**config.mk**
```make
export PLATFORM = sky130hd
export DESIGN_NAME = updown_counter
export DESIGN_NICKNAME = d
export VERILOG_FILES = /design/src/rtl/updown_counter_pkg.sv /design/src/rtl/updown_counter_prescaler.sv /design/src/rtl/updown_counter.sv
export SDC_FILE = /design/constraint.sdc
export NUM_CORES = 1
export LEC_CHECK = 0
export CORE_ASPECT_RATIO = 1.2
export CORE_MARGIN = 4
export CORE_UTILIZATION = 40
export CTS_CLUSTER_SIZE = 25
export DETAILED_ROUTE_END_ITERATION = 8
export DONT_BUFFER_PORTS = 1
export PLACE_DENSITY_LB_ADDON = 0.3
export SLEW_MARGIN = 10
export SYNTH_ARGS = -nofsm -noshare
export SYNTH_HDL_FRONTEND = slang
export SYNTH_SLANG_ARGS = --single-unit
export TNS_END_PERCENT = 100
```
**constraint.sdc**
```tcl
create_clock -name clk -period 4.44 [get_ports clk]
set_input_delay 0.666 -clock clk [delete_from_list [all_inputs] [get_ports clk]]
set_output_delay 0.666 -clock clk [all_outputs]
set_load 0.1 [all_outputs]
```
**src/rtl/updown_counter_pkg.sv**
```systemverilog
// updown_counter_pkg: shared direction/mode constants and a clog2 helper for sizing the prescaler
package updown_counter_pkg;
    localparam logic DIR_UP    = 1'b1;
    localparam logic DIR_DOWN  = 1'b0;
    localparam logic MODE_WRAP = 1'b0;
    localparam logic MODE_SAT  = 1'b1;

    function automatic int unsigned clog2(input int unsigned v);
        int unsigned r;
        r = 0;
        while ((64'd1 << r) < 64'(v)) r++;
        return r;
    endfunction
endpackage

```
**src/rtl/updown_counter_prescaler.sv**
```systemverilog
// counter_prescaler: emits a tick on every PRESCALE-th enabled cycle; clr and rst restart the phase
module counter_prescaler
    import updown_counter_pkg::*;
#(
    parameter int unsigned PRESCALE = 4
) (
    input  logic clk,
    input  logic rst,
    input  logic clr,
    input  logic en,
    output logic tick
);
    localparam int unsigned W = (clog2(PRESCALE) > 0) ? clog2(PRESCALE) : 1;
    localparam logic [W-1:0] LAST = W'(PRESCALE - 1);

    logic [W-1:0] cnt;

    assign tick = en && (cnt == LAST);

    // phase counter advances only on enabled cycles and wraps on the tick
    always_ff @(posedge clk) begin
        if (rst || clr) cnt <= '0;
        else if (en) cnt <= tick ? '0 : cnt + 1'b1;
    end
endmodule

```
**src/rtl/updown_counter.sv**
```systemverilog
// updown_counter: loadable up/down counter with wrap/saturate boundaries and an overflow pulse;
// define UPDOWN_COUNTER_PRESCALE_EN to step only every PRESCALE-th enabled cycle
module updown_counter
    import updown_counter_pkg::*;
#(
    parameter int unsigned     WIDTH    = 8,
    parameter longint unsigned MAX_VAL  = (64'd1 << WIDTH) - 1,
    parameter int unsigned     PRESCALE = 4
) (
    input  logic             clk,
    input  logic             rst,
    input  logic             en,
    input  logic             load,
    input  logic [WIDTH-1:0] data_in,
    input  logic             dir,
    input  logic             sat,
    output logic [WIDTH-1:0] count,
    output logic             ovf,
    output logic             zero
);
    localparam logic [WIDTH:0] MAXV = MAX_VAL[WIDTH:0];

    if (WIDTH < 2 || WIDTH > 32) begin : g_bad_width
        $error("updown_counter: WIDTH out of range");
    end
    if (MAX_VAL < 1 || MAX_VAL > (64'd1 << WIDTH) - 1) begin : g_bad_max
        $error("updown_counter: MAX_VAL out of range");
    end
    if (PRESCALE < 1 || PRESCALE > 256) begin : g_bad_pre
        $error("updown_counter: PRESCALE out of range");
    end

    logic             tick;
    logic             up;
    logic             hit;
    logic [WIDTH:0]   cur;
    logic [WIDTH:0]   inc;
    logic [WIDTH:0]   dec;
    logic [WIDTH:0]   ldw;
    logic [WIDTH:0]   ldv;
    logic [WIDTH-1:0] nxt;

`ifdef UPDOWN_COUNTER_PRESCALE_EN
    counter_prescaler #(.PRESCALE(PRESCALE)) u_pre (
        .clk  (clk),
        .rst  (rst),
        .clr  (load),
        .en   (en && !load),
        .tick (tick)
    );
`else
    assign tick = 1'b1;
`endif

    assign up   = (dir == DIR_UP);
    assign cur  = {1'b0, count};
    assign inc  = cur + 1'b1;
    assign dec  = cur - 1'b1;
    assign ldw  = {1'b0, data_in};
    assign ldv  = (ldw > MAXV) ? MAXV : ldw;
    assign zero = (count == '0);

    // boundary compare and next-step value; at a boundary saturate holds, wrap jumps to the far end
    always_comb begin
        hit = up ? (cur == MAXV) : (count == '0);
        nxt = hit ? ((sat == MODE_SAT) ? count : (up ? '0 : MAXV[WIDTH-1:0]))
                  : (up ? inc[WIDTH-1:0] : dec[WIDTH-1:0]);
    end

    // count and ovf registers with rst > load > step > hold priority
    always_ff @(posedge clk) begin
        if (rst) begin
            count <= '0;
            ovf   <= 1'b0;
        end else if (load) begin
            count <= ldv[WIDTH-1:0];
            ovf   <= 1'b0;
        end else if (en && tick) begin
            count <= nxt;
            ovf   <= hit;
        end else begin
            ovf   <= 1'b0;
        end
    end
endmodule

```
==> results of run 1 <==
worst min path at each step:
stage                     depth (start not counted)  from  endpoint  slack [ps]
after floorplan                                   2    en       ovf         840
after global placement                            1   rst       ovf         750
after detailed placement                          1   rst  count[7]         750
after CTS                                         1   rst  count[7]         460
after global routing                              1   rst       ovf         450
final                                             1   rst  count[7]         480
state kept, by name, indices dropped and copies added (netlist names):
name,cells
ovf,1
count,8
logic make-up after synthesis:
kind of cell             after synthesis  share of synthesized area, %
AO/OA/AOI/OAI                         35                          33.2
AND/OR/NAND/NOR                       20                          17.8
buffers and inverters                 12                          5.89
flip-flops                             9                          23.6
adder cells (fa/ha/maj)                7                          12.4
XOR/XNOR                               5                          5.73
multiplexers                           1                          1.31
stage by stage:
step | util (%) | total power [mW] | area, sq um
finish | 44.3 | 0.296 | 810
global route | 44.3 | 0.316 | 810
CTS | 44.3 | 0.302 | 810
detailed placement | 42.8 | 0.234 | 783
global placement | 42.8 | 0.233 | 783
floorplan | - | 0.220 | 764
layer usage:
metal	vias to the layer above	part of all wire, %
met5	-	0
li1	344	-
met1	325	44
met4	0	0.33
met3	2	7.9
met2	25	48
area by class of cell:
cell class                 count  area (sq um)  share of cell area, %
clock buffer                   4          26.3                   3.25
inverter                      10          37.5                   4.64
multi-input combinational     68           542                   66.9
sequential                     9           180                   22.3
tap                           19          23.8                   2.94
worst max-delay path: cells and delay by family, from the launching register on:
| family | cells | cell delay, ps |
|---|---|---|
| DFF | 1 | 680 |
| and+or+nand+nor | 2 | 1610 |
cell usage in the layout, fill, tap and decap left out, drive strengths merged, types with 4 or more instances in the layout:
cell,netlist,final
a21oi,7,7
o21ai,7,7
inv,10,10
a211oi,4,4
nand3,4,4
nor3,4,4
ha,6,6
o211a,4,4
clkbuf,1,4
dfxtp,9,9
Yosys cell counts:
cell type	number	area share (%)
mux2i_1	1	1.3
xor2_1	2	2.3
fa_1	1	2.6
o31ai_1	2	2.0
a311oi_1	1	1.1
nor2_1	2	0.98
nand3_1	4	2.6
nor2b_1	1	0.82
xnor2_1	3	3.4
o2111ai_1	1	1.1
or4_2	1	1.1
ha_1	6	9.8
or4_4	1	1.5
dfxtp_1	9	24
inv_1	10	4.9
a2111oi_1	1	1.3
o211a_1	4	5.2
nor3_1	2	1.3
buf_1	1	0.49
a21o_1	3	2.9
o21ai_0	6	3.9
nand2b_1	3	2.5
clkbuf_1	1	0.49
o21ai_2	1	1.1
a21oi_1	7	4.6
nand2_1	2	0.98
or4_1	1	0.98
a211oi_1	3	2.9
nor3_4	2	4.3
a221oi_1	2	2.3
o21a_1	2	2.0
o21bai_1	1	0.98
nand4_1	1	0.82
a211oi_2	1	1.6
power groups by stage:
stage | combinational (mW) | sequential, mW | clock, mW
floorplan | 0.0704 | 0.150 | 0
global placement | 0.0794 | 0.153 | 0
detailed placement | 0.0803 | 0.154 | 0
CTS | 0.0809 | 0.152 | 0.0685
global route | 0.0898 | 0.154 | 0.0729
finish | 0.0805 | 0.152 | 0.0635
==> flow_summary.toml, run 1 <==
[outcome]
status = "finished, final reports clean"

[finish]
layout-drive-gt1-share_pct = 11.0
antenna_cells = 0
layout.cells.non_filler = 110
syn_to_final_growth_pct = 5.89
nets = 113
fillers = 183

[floorplanning]
dieArea_sq_um = 2680
start_util_pct = 41.8
rows = 17
fp.coreArea_sq_um = 1830
num_io_pins = 24
die_x_um = 47.9
chipHeight_um = 55.9

[yosys]
ys_ff_latch = 9
syn_inst = 89
synth_fp_nets = 110
synth_cell_types = 34
ys_seq_area_share_pct = 23.6
syn_area_sq_um = 764
avgSynthCellArea_sq_um = 8.59
synth_warnings = 0

[placed_design]
io_buffer_count = 0
dpl.hpwl_um = 1420
dp_cells = 106
dp_slack_ps = 1500
place_congestion = 0.853

[clock_network]
tritoncts = "built"
clock_latency_ps = 260
clockBufferDepth = 2
htreeDepth = 1
post-cts-setup-buffer-count = 0
clock-sinks = 9
clock-root-buffer = "clkbuf_4"
post_cts_resized = 0
hold_buffers = 0
numCtsBuffers = 3
cts.clk_slew.worst_paths_ps = 60

[drt]
routed_wl_um = 1830
drtAntennaViolNets = 0
vias = 696
drtIter0Drc = 11
dr.pass1.iters = 4
drc = 0
vias_per_cell = 6.33
wl_per_cell_um = 16.6

[global_route]
use_met2_pct = 23.1
grt_usage_pct = 15.4
antenna_found_initial = 0
grt_util_met1_pct = 20.7
grt-ovfl-total = 0
grt_use_met3_pct = 6.80
grt_pass1_wl_um = 3070
top_usage_layer = "met2"
grt_pass1_vias = 671
grt_max_degree = 13

[timing]
min_period_ps = 3220
setup_ws_ps = 1220
rsz0062_at_grt = "false"
final_hold_viol_count = 0
relSlewSlack_pct = 23.5
setup_viol_count_final = 0
drv_slew = 0
worst_pin_slew_ps = 1150
timing.final.crit_share_pct = 72.5
finalSetupTns_ps = 0
whs_ps = 478
skew_ps = 6.67
clock.fmax_mhz = 311

[power]
peakVddDrop_mv = 0.204
power.internal_uw = 158
swShare_pct = 46.5
p_leak_nw = 0.374
p_per_area_nw_per_um2 = 366
clkPwrFrac_pct = 21.5
combPwrFrac_pct = 27.2
seqPwrFrac_pct = 51.3
power.switching_uw = 138

[worst_setup_path]
worstPathMaxFanout = 5
critPathArrivalTime_ps = 2550
cp-start-kind = "flip-flop"
ff2ff_path_depth = 6
cp_slowest_cell = "nor2_2"
r2r_end = "count[7]"
startpoint = "count[2]"
path_cells = "or4_1 > nor2_2"
r2r_setup_slack_ps = 1660
endpoint_kind = "output pin"
endpoint = "zero"
r2r_start = "count[1]"
slowest_delay_ps = 850
cp.required_ps = 3770
critPathKind = "reg2out"

[flow_run]
cap_violations = 0

[worst_hold_path]
hold_path_class = "in2reg"
(Power assumes the default switching activity.)
==> run 2: changes to the inputs <==
- clock period: 4.44 -> 2.9 ns (I/O delays scaled with it)
==> run 2 against run 1 <==
  * Critical path depth up 1
  * Final area rose by 8.3%
  * Non-clock buffer count grew 9
  * First-iteration DRC count is 9.1% lower
  * Global-route usage increased by 0.59 points
  * Combinational power rose to 2.8 times the previous value
  * Critical path type unchanged
  * Critical endpoint unchanged
  * Power up 62%
==> flow_summary.toml, run 2 (synthesis gave the netlist of run 1 again) <==
[power]
peakVddDrop_mv = 0.421
combPwrFrac_pct = 47.1
p_per_area_nw_per_um2 = 547
power.internal_uw = 258
clkPwrFrac_pct = 21.5
seqPwrFrac_pct = 31.4
power.switching_uw = 222
swShare_pct = 46.2
p_leak_nw = 0.420

[timing]
setup_viol_count_final = 0
rsz0062_at_grt = "false"
drv_slew = 0
worst_pin_slew_ps = 931
min_period_ps = 2070
clock.fmax_mhz = 482
timing.final.crit_share_pct = 71.5
skew_ps = 5.47
finalSetupTns_ps = 0
relSlewSlack_pct = 37.8
final_hold_viol_count = 0
whs_ps = 240

[floorplanning]
dieArea_sq_um = 2680
start_util_pct = 41.8
fp.coreArea_sq_um = 1830
num_io_pins = 24
die_x_um = 47.9
rows = 17
chipHeight_um = 55.9

[global_route]
grt_pass1_wl_um = 3140
grt_pass1_vias = 711
grt-ovfl-total = 0
grt_max_degree = 13
grt_usage_pct = 16.0
antenna_found_initial = 0

[drt]
wl_per_cell_um = 16.6
vias_per_cell = 6.18
vias = 736
dr.pass1.iters = 4
routed_wl_um = 1980
drc = 0
drtAntennaViolNets = 0
drtIter0Drc = 10

[clock_network]
clock-sinks = 9
clock-root-buffer = "clkbuf_4"
clock_latency_ps = 270
post-cts-setup-buffer-count = 0
numCtsBuffers = 3
post_cts_resized = 0
htreeDepth = 1
cts.clk_slew.worst_paths_ps = 70
tritoncts = "built"
clockBufferDepth = 2
hold_buffers = 0

[worst_setup_path]
endpoint_kind = "output pin"
startpoint = "count[2]"
cp-start-kind = "flip-flop"
worstPathMaxFanout = 4
r2r_start = "count[1]"
critPathArrivalTime_ps = 1640
critPathKind = "reg2out"
cp.required_ps = 2470

[placed_design]
placed_area_sq_um = 851
io_buffer_count = 0
place_congestion = 0.876
dpl.hpwl_um = 1550

[finish]
layout_common_cells = "inv_1, dfxtp_1, buf_4"
nets = 122
post-route-util_pct = 47.9
final_area_sq_um = 877
final_common_cell = "inv_1"
multi_input_area_sq_um = 542
top_regs = "count: 8 flops, ovf: 1 flops"
fillers = 209
antenna_cells = 0
regArea_sq_um = 180
regMostFlops = "count"
syn_to_final_growth_pct = 14.7
layout-drive-gt1-share_pct = 19.0
largest_register_ffs = 8

[outcome]
status = "finished, final reports clean"

[worst_hold_path]
worstHoldStart = "rst"
hold_path_class = "in2reg"

[flow_run]
cap_violations = 0
run 2: cell types whose count changed in the layout (fill, tap and decap cells not counted), sizes merged:
cell  previous run  this run
buf              0         9
run 2: worst paths after layout:
kind | end | slack, ps | cells past startpoint
max | zero | 830 | 3
min | ovf | 240 | 1
max reg2reg | count[6] | 860 | 6
min reg2reg | count[5] | 610 | 1
run 2: critical path, stage by stage, from the launching register on:
cell	delay, ps
dfxtp_1	350
or4_1	620
nor2_2	110
buf_4	290
run 2: area by class of cell:
class	instances	area share [%]
Timing Repair Buffer	9	7.70
Sequential cell	9	20.5
Clock buffer	4	3.00
Inverter	10	4.28
Multi-Input combinational cell	68	61.8
Tap cell	19	2.71
run 2: layer usage:
metal	vias to the layer above	GRT usage [%]	share of wire [%]
li1	359	-	-
met1	344	21.4	43
met2	24	22.7	47
met3	9	3.24	6.8
met4	0	9.62	3.2
met5	-	0	0
run 2: power by group through the flow:
stage               Clock (mW)  Sequential, mW  Combinational (mW)
global route             0.111           0.152               0.243
detailed placement           0           0.153               0.225
floorplan                    0           0.230               0.109
finish                   0.103           0.151               0.226
CTS                      0.106           0.150               0.226
global placement             0           0.153               0.224
run 2: per-stage QoR:
step / power, mW / setup slack [ps] / std cells
global route: 0.505 / 705 / 119
finish: 0.480 / 826 / 119
detailed placement: 0.378 / 671 / 115
global placement: 0.377 / 689 / 115
CTS: 0.483 / 816 / 119
floorplan: 0.338 / 265 / 89
